### config.mk
export PLATFORM = sky130hd
export DESIGN_NAME = ycr_dmem_router_np
export DESIGN_NICKNAME = d
export VERILOG_FILES = /design/src/rtl/ycr_dmem_router_np_pkg.sv /design/src/rtl/ycr_router_sel_fifo.sv /design/src/rtl/ycr_dmem_router_np.sv
export SDC_FILE = /design/constraint.sdc
export NUM_CORES = 1
export LEC_CHECK = 0
export ABC_AREA = 1
export CAP_MARGIN = 30
export CORE_AREA = 10 10 116 118
export DETAILED_ROUTE_END_ITERATION = 7
export DIE_AREA = 0 0 126 128
export PLACE_DENSITY = 0.82
export SYNTH_ARGS = -nofsm -noshare
export SYNTH_HDL_FRONTEND = slang
export SYNTH_HIERARCHICAL = 1
export SYNTH_SLANG_ARGS = --single-unit
### constraint.sdc
create_clock -name clk -period 2.82 [get_ports clk]
set_input_delay 0.846 -clock clk [delete_from_list [all_inputs] [get_ports clk]]
set_output_delay 0.846 -clock clk [all_outputs]
set_load 0.005 [all_outputs]
### src/rtl/ycr_dmem_router_np_pkg.sv
// Shared DMEM response encodings and router index-width helper.
package ycr_dmem_router_np_pkg;

    localparam logic [1:0] RESP_NOTRDY  = 2'b00;
    localparam logic [1:0] RESP_RDY_OK  = 2'b01;
    localparam logic [1:0] RESP_RDY_ER  = 2'b10;
    localparam logic [1:0] RESP_RDY_LOK = 2'b11;

    // Port indices 0..NPORT-1 plus one extra code (NPORT) for the error responder.
    function automatic int idx_w(input int nport);
        return $clog2(nport + 1);
    endfunction

endpackage

### src/rtl/ycr_router_sel_fifo.sv
// Port-index FIFO for outstanding DMEM requests; exposes head and last-pushed (tail) entries.
module ycr_router_sel_fifo
    import ycr_dmem_router_np_pkg::*;
#(
    parameter int W     = 3,
    parameter int DEPTH = 2
) (
    input  logic         rst_n,
    input  logic         clk,
    input  logic         push,
    input  logic         pop,
    input  logic [W-1:0] din,
    output logic         full,
    output logic         empty,
    output logic [W-1:0] head,
    output logic [W-1:0] tail
);

    localparam int PW = (DEPTH > 1) ? $clog2(DEPTH) : 1;
    localparam int CW = $clog2(DEPTH + 1);

    logic [W-1:0]  mem [DEPTH];
    logic [PW-1:0] rd_ptr;
    logic [PW-1:0] wr_ptr;
    logic [CW-1:0] count;
    logic [W-1:0]  tail_q;

    always_ff @(posedge clk or negedge rst_n) begin
        if (!rst_n) begin
            rd_ptr <= '0;
            wr_ptr <= '0;
            count  <= '0;
            tail_q <= '0;
            for (int i = 0; i < DEPTH; i++) mem[i] <= '0;
        end else begin
            if (push) begin
                mem[wr_ptr] <= din;
                tail_q      <= din;
                wr_ptr      <= (wr_ptr == PW'(DEPTH - 1)) ? '0 : wr_ptr + 1'b1;
            end
            if (pop)
                rd_ptr <= (rd_ptr == PW'(DEPTH - 1)) ? '0 : rd_ptr + 1'b1;
            case ({push, pop})
                2'b10:   count <= count + 1'b1;
                2'b01:   count <= count - 1'b1;
                default: count <= count;
            endcase
        end
    end

    assign full  = (count == CW'(DEPTH));
    assign empty = (count == '0);
    assign head  = mem[rd_ptr];
    assign tail  = tail_q;

endmodule

### src/rtl/ycr_dmem_router_np.sv
// N-port DMEM router: address decode, in-order issue gate, response mux and error responder.
module ycr_dmem_router_np
    import ycr_dmem_router_np_pkg::*;
#(
    parameter int                   NPORT        = 4,
    parameter int                   OUTSTD       = 2,
    parameter int                   AW           = 32,
    parameter int                   DW           = 32,
    parameter int                   BLW          = 3,
    parameter logic [NPORT*AW-1:0]  ADDR_MASK    = {NPORT{32'hFFFF0000}},
    parameter logic [NPORT*AW-1:0]  ADDR_PATTERN = '0,
    parameter logic [NPORT-1:0]     LOK_MASK     = '1,
    parameter bit                   ERR_EN       = 1'b0
) (
    input  logic                  rst_n,
    input  logic                  clk,
    input  logic                  dmem_req,
    output logic                  dmem_req_ack,
    input  logic                  dmem_cmd,
    input  logic [BLW-1:0]        dmem_bl,
    input  logic [1:0]            dmem_width,
    input  logic [AW-1:0]         dmem_addr,
    input  logic [DW-1:0]         dmem_wdata,
    output logic [DW-1:0]         dmem_rdata,
    output logic [1:0]            dmem_resp,
    output logic [NPORT-1:0]      port_req,
    input  logic [NPORT-1:0]      port_req_ack,
    output logic                  port_cmd,
    output logic [BLW-1:0]        port_bl,
    output logic [1:0]            port_width,
    output logic [AW-1:0]         port_addr,
    output logic [DW-1:0]         port_wdata,
    input  logic [NPORT*DW-1:0]   port_rdata,
    input  logic [NPORT*2-1:0]    port_resp
);

    localparam int               IDXW    = idx_w(NPORT);
    localparam logic [IDXW-1:0]  ERR_IDX = IDXW'(NPORT);

    logic [IDXW-1:0] target;
    logic [IDXW-1:0] head_idx;
    logic [IDXW-1:0] tail_idx;
    logic            fifo_full;
    logic            fifo_empty;
    logic            can_issue;
    logic            ack_sel;
    logic            push;
    logic            pop;

    // Descending scan so the lowest matching index wins; port 0 is only the fallback.
    always_comb begin
        target = ERR_EN ? ERR_IDX : '0;
        for (int i = NPORT - 1; i >= 1; i--)
            if ((dmem_addr & ADDR_MASK[i*AW +: AW]) == ADDR_PATTERN[i*AW +: AW])
                target = IDXW'(i);
    end

    // Switching targets waits for the FIFO to drain, which keeps responses in order.
    assign can_issue = !fifo_full && (fifo_empty || target == tail_idx);

    for (genvar t = 0; t < NPORT; t++) begin : g_req
        assign port_req[t] = dmem_req & can_issue & (target == IDXW'(t));
    end

    always_comb begin
        ack_sel = 1'b0;
        if (target == ERR_IDX)
            ack_sel = 1'b1;
        else
            for (int i = 0; i < NPORT; i++)
                if (target == IDXW'(i)) ack_sel = port_req_ack[i];
    end

    assign dmem_req_ack = can_issue & ack_sel;
    assign push         = dmem_req & dmem_req_ack;

    assign port_cmd   = dmem_cmd;
    assign port_bl    = dmem_bl;
    assign port_width = dmem_width;
    assign port_addr  = dmem_addr;
    assign port_wdata = dmem_wdata;

    always_comb begin
        dmem_resp  = RESP_NOTRDY;
        dmem_rdata = '0;
        if (!fifo_empty) begin
            if (head_idx == ERR_IDX) begin
                dmem_resp = RESP_RDY_ER;
            end else begin
                for (int i = 0; i < NPORT; i++) begin
                    if (head_idx == IDXW'(i)) begin
                        dmem_resp  = port_resp[2*i +: 2];
                        dmem_rdata = port_rdata[DW*i +: DW];
                        if (LOK_MASK[i] && dmem_resp == RESP_RDY_OK)
                            dmem_resp = RESP_RDY_LOK;
                    end
                end
            end
        end
    end

    assign pop = (dmem_resp == RESP_RDY_LOK) || (dmem_resp == RESP_RDY_ER);

    ycr_router_sel_fifo #(
        .W     (IDXW),
        .DEPTH (OUTSTD)
    ) u_sel_fifo (
        .rst_n (rst_n),
        .clk   (clk),
        .push  (push),
        .pop   (pop),
        .din   (target),
        .full  (fifo_full),
        .empty (fifo_empty),
        .head  (head_idx),
        .tail  (tail_idx)
    );

    // Only the head port may answer; anything else is a target protocol violation.
    for (genvar i = 0; i < NPORT; i++) begin : g_chk
        a_stray_resp: assert property (@(posedge clk) disable iff (!rst_n)
            (fifo_empty || head_idx != IDXW'(i)) |-> (port_resp[2*i +: 2] == RESP_NOTRDY));
    end

endmodule
Word level (Yosys, flattened, before mapping)
Index checks and enable logic that the tools add are counted.

word-level totals
  register bits = 13
  bits of input ports = 213
  output and inout port bits = 109
  word-level logic and storage cells = 81

cells by class
  add/sub/neg operators = 4
  $lt $le $gt $ge = 3
  equal/unequal tests = 18
  muxes and demuxes = 31
  bitwise gates (word level) = 9
  reductions and logical operators = 10

operators with widths
  cell                                           number
  2-to-1 mux 32 bit                              6
  zero test 32 bit                               1
  2-to-1 mux 2 bit                               10
  2-to-1 mux 3 bit                               4
  == test 2 x 1 -> 1 bit, second input constant  5
  == test 2 bit, second input constant           4
  2-to-1 mux 1 bit                               8
  AND 1 bit                                      7
  bitwise mux 6 bit                              1
  == test 3 x 2 -> 1 bit, second input constant  2
  zero test 3 bit                                2
  == test 1 x 2 -> 1 bit, second input constant  2
  >= comparator 2 bit, second input constant     2
  inverter 1 -> 2 bit                            2
  case mux 2 bit (2 select lines)                1
  demux 3 bit (select 1 bit)                     1
  == test 1 x 3 -> 1 bit                         1
  == test 1 x 3 -> 1 bit, second input constant  1
  == test 3 x 1 -> 1 bit, second input constant  1
  == test 3 bit, second input constant           1
  adder 1 bit, second input constant             2
  adder 2 x 1 -> 2 bit, second input constant    1
  logical AND 1 bit                              2
  zero test 2 bit                                1
  other kinds (6)                                7

Logic depth before layout (Yosys ltp)
  depth after elaboration = 15
  mapped depth = 16
  gate-level depth less buffers = 16

Cells and area by module
Netlist, hierarchy kept.

by module, submodules not included
  module               instances  cells each  area an instance (um2)  seq. area each (um2)
  ycr_dmem_router_np   1          338         1806.7                  0.0
  ycr_router_sel_fifo  1          64          578.1                   325.3

Worst setup path before layout
OpenSTA, ideal clock, no wires.

  path kind = register -> output
  start point = register u_sel_fifo.rd_ptr
  end point = output port dmem_rdata[10]
  arrival = 1.776 ns
  data required time = 1.974 ns
  path slack = 0.198 ns
  stages on the path, launching flop included = 6
  buffers on the path = 2
  path through = dfrtp_1 > o21ai_0 > nand3_1 > buf_2 > clkbuf_1 > a21oi_1

between the ends
  word-level cells in the longest chain between the ends = 11
  elaborated cells between the ends (all ways) = 15
  classes of those cells = eq/ne: 4; mux: 9; bitwise: 1; reduce/logical: 1

RTL lines
  what                                                    line                       text
  start: declaration                                      ycr_router_sel_fifo.sv:23  logic [PW-1:0] rd_ptr;
  start signal: assignment                                ycr_router_sel_fifo.sv:42  rd_ptr <= (rd_ptr == PW'(DEPTH - 1)) ? '0 : rd_ptr + 1'b1;
  inverter 1 -> 2 bit (implied by the code) *             ycr_router_sel_fifo.sv:53  assign head = mem[rd_ptr];
  2-to-1 mux 3 bit (implied by the code) * (3 in series)  ycr_router_sel_fifo.sv:53
  named net head_idx[0]                                   ycr_dmem_router_np.sv:41   logic [IDXW-1:0] head_idx;
  zero test 3 bit                                         ycr_dmem_router_np.sv:91   if (head_idx == IDXW'(i)) begin
  2-to-1 mux 32 bit (4 in series)                         ycr_dmem_router_np.sv:91
  2-to-1 mux 32 bit *                                     ycr_dmem_router_np.sv:87   if (head_idx == ERR_IDX) begin
  2-to-1 mux 32 bit *                                     ycr_dmem_router_np.sv:86   if (!fifo_empty) begin
  end: declaration                                        ycr_dmem_router_np.sv:24   output logic [DW-1:0] dmem_rdata,

Mark *: on every way through the listed nets, which the timed path passes. The rest lies on a longest branch. The select of a mux whose other input is x is not followed.

Worst setup path in the final report
  start point = register u_sel_fifo.rd_ptr
  end point = output port dmem_resp[0]

between the ends
  word-level cells in the longest chain between the ends = 11
  elaborated cells between the ends (all ways) = 15
  classes of those cells = eq/ne: 4; mux: 9; bitwise: 1; reduce/logical: 1

RTL lines
  what                                                    line                       text
  inverter 1 -> 2 bit (implied by the code) *             ycr_router_sel_fifo.sv:53
  2-to-1 mux 3 bit (implied by the code) * (3 in series)  ycr_router_sel_fifo.sv:53
  named net head_idx[1]                                   ycr_dmem_router_np.sv:41
  zero test 3 bit                                         ycr_dmem_router_np.sv:91
  2-to-1 mux 2 bit (4 in series)                          ycr_dmem_router_np.sv:91
  2-to-1 mux 2 bit *                                      ycr_dmem_router_np.sv:87
  2-to-1 mux 2 bit *                                      ycr_dmem_router_np.sv:86
  end: declaration                                        ycr_dmem_router_np.sv:25   output logic [1:0] dmem_resp,

Marked as above.

==> flow_summary.ini <==
[critical_path]
critical-path-top-delay-family = buffers and inverters
crit_slowest_cell = dfrtp_1
worstPathRequired_ns = 1.97
crit_chain = buf_4 -> nand2_2 -> o21ai_4 -> inv_2 -> nand3_2 -> buf_12 -> buf_6 -> o21ai_0 -> o21ai_0 -> a21oi_1 -> buf_2
arrival_ns = 2.03
critPathCaptureType = output pin
cp_common_cell = o21ai_0
max_stage_delay_ns = 0.41
critPathMaxFanout = 7
path_class = reg -> out
path_buf_inv = 5
start_kind = flop

[power_and_ir_drop]
p_clk_share_pct = 5.8
intPower_mw = 2.50
p_seq_share_pct = 6.7
finalPower_mw = 4.62
vdd_drop_max_v = 0.000353
leakage_nw = 2.17
p_sw_mw = 2.12
p_per_area_nw_per_um2 = 933
swShare_pct = 45.9
combPwrFrac_pct = 87.5

[job]
max-cap-violations = 0

[detailed_routing]
via_per_inst = 4.61
drt-pass1-iter-count = 4
routed_wl_mm = 14.4
drc = 0
vias = 3401
drt_iter0_drc = 162
drt-wirelength-per-cell_um = 19.6
postRouteAntennaNets = 0

[layout]
layout_commonest_cell = clkdlybuf4s50_1
diodes = 0
syn_to_final_growth_pct = 108
final_cell_mix = clkdlybuf4s50_1, o21ai_1, buf_2, buf_4
drive_gt1_share_pct = 35.8
fin_area_um2 = 4950
n_fill_cell = 1108
fin_nets = 810

[cts]
clock-sinks = 13
clock_tree.root_cell = clkbuf_16
clockBufferDepth = 2
cts_hold_buffers = 0
cts_tree = done
cts_made_buffers = 3
worstSkewPairLatency_ns = 0.24
htreeDepth = 1
clk_pin_slew_ns = 0.04

[timing]
rsz0062_at_grt = true
finalCriticalPeriod_ns = 2.87
max_freq_ghz = 0.348
hold_viol = 0
drv_slew = 0
post-route-period-util_pct = 102
clock_skew_ns = 0.000899
setup_slack_ns = -0.0516
tns_ns = -0.104
setup_viol = 4
slew_headroom_pct = 61.0
worst_pin_slew_ns = 0.583

[logic_synthesis]
synth_area_um2 = 2380
synthFlopType = dfrtp_1
synth.area.top_cells = buf_4, o21ai_0, dfrtp_1
synthCells = 402
synth.avg_cell_area_um2 = 5.93
ys_ff_latch = 13
yosysWarnings = 6
post_synth_num_cell_types = 28
post-synth-top-area-fraction_pct = 22.7
yosysTopAreaCell = buf_4
synthArstFlopShare_pct = 100
synth-edff-count = 0
ys_seq_area_share_pct = 13.6

[placed_design]
hpwl_mm = 11.0
finalWeightedCongestion = 0.827
dpl_cell_area_um2 = 4410
portBuffers = 209

[die]
start_util_pct = 21.2
die_h_um = 128
pin_count = 322
die_w_um = 126
die-area_um2 = 16100
rows = 39
core_um2 = 11200

[global_route]
grt_pass1_vias = 3266
grt_pass1_wl_mm = 20.1
grt_usage_pct = 15.6
antenna_found_initial = 0
overflow = 0
grt_max_degree = 27

[outcome]
status = finished with violations
violations = negative setup slack

[hold_path]
hp-class = reg -> reg
==> flip-flops by register name, summed over array words and instances, names as in the netlist <==
name / flops
u_sel_fifo/count: 2
u_sel_fifo/rd_ptr: 1
u_sel_fifo/tail: 3
u_sel_fifo/wr_ptr: 1
u_sel_fifo/mem: 6
==> power by group through the flow <==
| stage | registers (mW) | logic (mW) | clock network [mW] |
|---|---|---|---|
| after CTS | 0.309 | 3.56 | 0.274 |
| after global placement | 0.313 | 3.19 | 0 |
| after floorplan | 0.304 | 1.49 | 0 |
| after detailed placement | 0.314 | 3.22 | 0 |
| final | 0.312 | 4.04 | 0.268 |
| after global routing | 0.323 | 4.42 | 0.283 |
==> repair_timing <==
action / CTS / global route
gates resized for setup: 221 / 174
cloned: 4 / 2
endpoints found under the setup margin: 37 / 37
setup buffers: 18 / 12
pin swaps: 29 / 51
==> metrics by stage <==
| step | cells | setup WS (ns) | util (%) | hold slack [ns] |
|---|---|---|---|---|
| global placement | 705 | -0.679 | 39.3 | 0.469 |
| detailed placement | 705 | -0.694 | 39.3 | 0.476 |
| CTS | 731 | -0.145 | 42.4 | 0.487 |
| floorplan | 405 | 0.198 | - | 0.453 |
| global route | 738 | -0.171 | 44.1 | 0.511 |
| finish | 738 | -0.0516 | 44.1 | 0.487 |
==> area by class of cell <==
class	count	area (um^2)	area share, %
Inverter	43	166	3.36
Multi-Input combinational cell	253	1610	32.5
Clock buffer	4	78.8	1.59
Sequential cell	13	325	6.57
Tap cell	143	179	3.61
Timing Repair Buffer	282	2590	52.3
==> path summary, 6_finish.rpt <==
path	from	slack, ns	to	cells past startpoint
hold reg to reg	u_sel_fifo/mem[5]$_DFFE_PN0P_	0.49	u_sel_fifo/mem[5]$_DFFE_PN0P_	2
setup reg to reg	u_sel_fifo/rd_ptr$_DFFE_PN0P_	0.12	u_sel_fifo/count[1]$_DFFE_PN0P_	18
min in group asynchronous	rst_n	0.98	u_sel_fifo/mem[5]$_DFFE_PN0P_	1
max in group asynchronous	rst_n	1.46	u_sel_fifo/tail[0]$_DFFE_PN0P_	1
setup / recovery	u_sel_fifo/rd_ptr$_DFFE_PN0P_	-0.05	dmem_resp[0]	11
hold / removal	u_sel_fifo/mem[5]$_DFFE_PN0P_	0.49	u_sel_fifo/mem[5]$_DFFE_PN0P_	2
==> synth_stat cells (9+ instances only) <==
cell,instances
o21ai_1,16
a31oi_1,11
clkbuf_1,9
inv_1,41
nand2_1,42
buf_2,12
o21ai_0,94
buf_4,72
nor2_1,22
a21oi_1,33
dfrtp_1,13
nand4_1,12
==> worst reg2reg max path: stages, from the launching register on <==
cell      delay, ns
dfrtp_1        0.41
buf_4          0.16
nand2_2        0.07
o21ai_4        0.09
inv_2          0.11
nand3_2        0.11
buf_12         0.17
buf_6          0.14
o211ai_1       0.21
nor3_2         0.07
buf_4          0.13
buf_4          0.12
buf_4          0.11
nor2_1         0.16
ha_1           0.29
inv_1          0.09
nand3_1        0.07
nand2_1        0.06
nand2_1        0.04
==> kinds of logic after synthesis <==
group | after synthesis | share of synthesized area (%)
XOR/XNOR | 2 | 0.735
adder cells (fa/ha/maj) | 1 | 0.525
other | 1 | 0.157
buffers and inverters | 139 | 34.3
AND/OR/NAND/NOR | 88 | 16.4
AO/OA/AOI/OAI | 158 | 34.3
flip-flops | 13 | 13.6
==> routing by layer <==
metal	track usage, %	vias up	share of wire (%)
met5	0	-	0
met4	2.34	0	1.6
met3	7.15	20	11
met2	27.4	195	50
met1	17.2	1518	37
li1	-	1668	-
No activity file was read; power rests on OpenSTA's default activity.
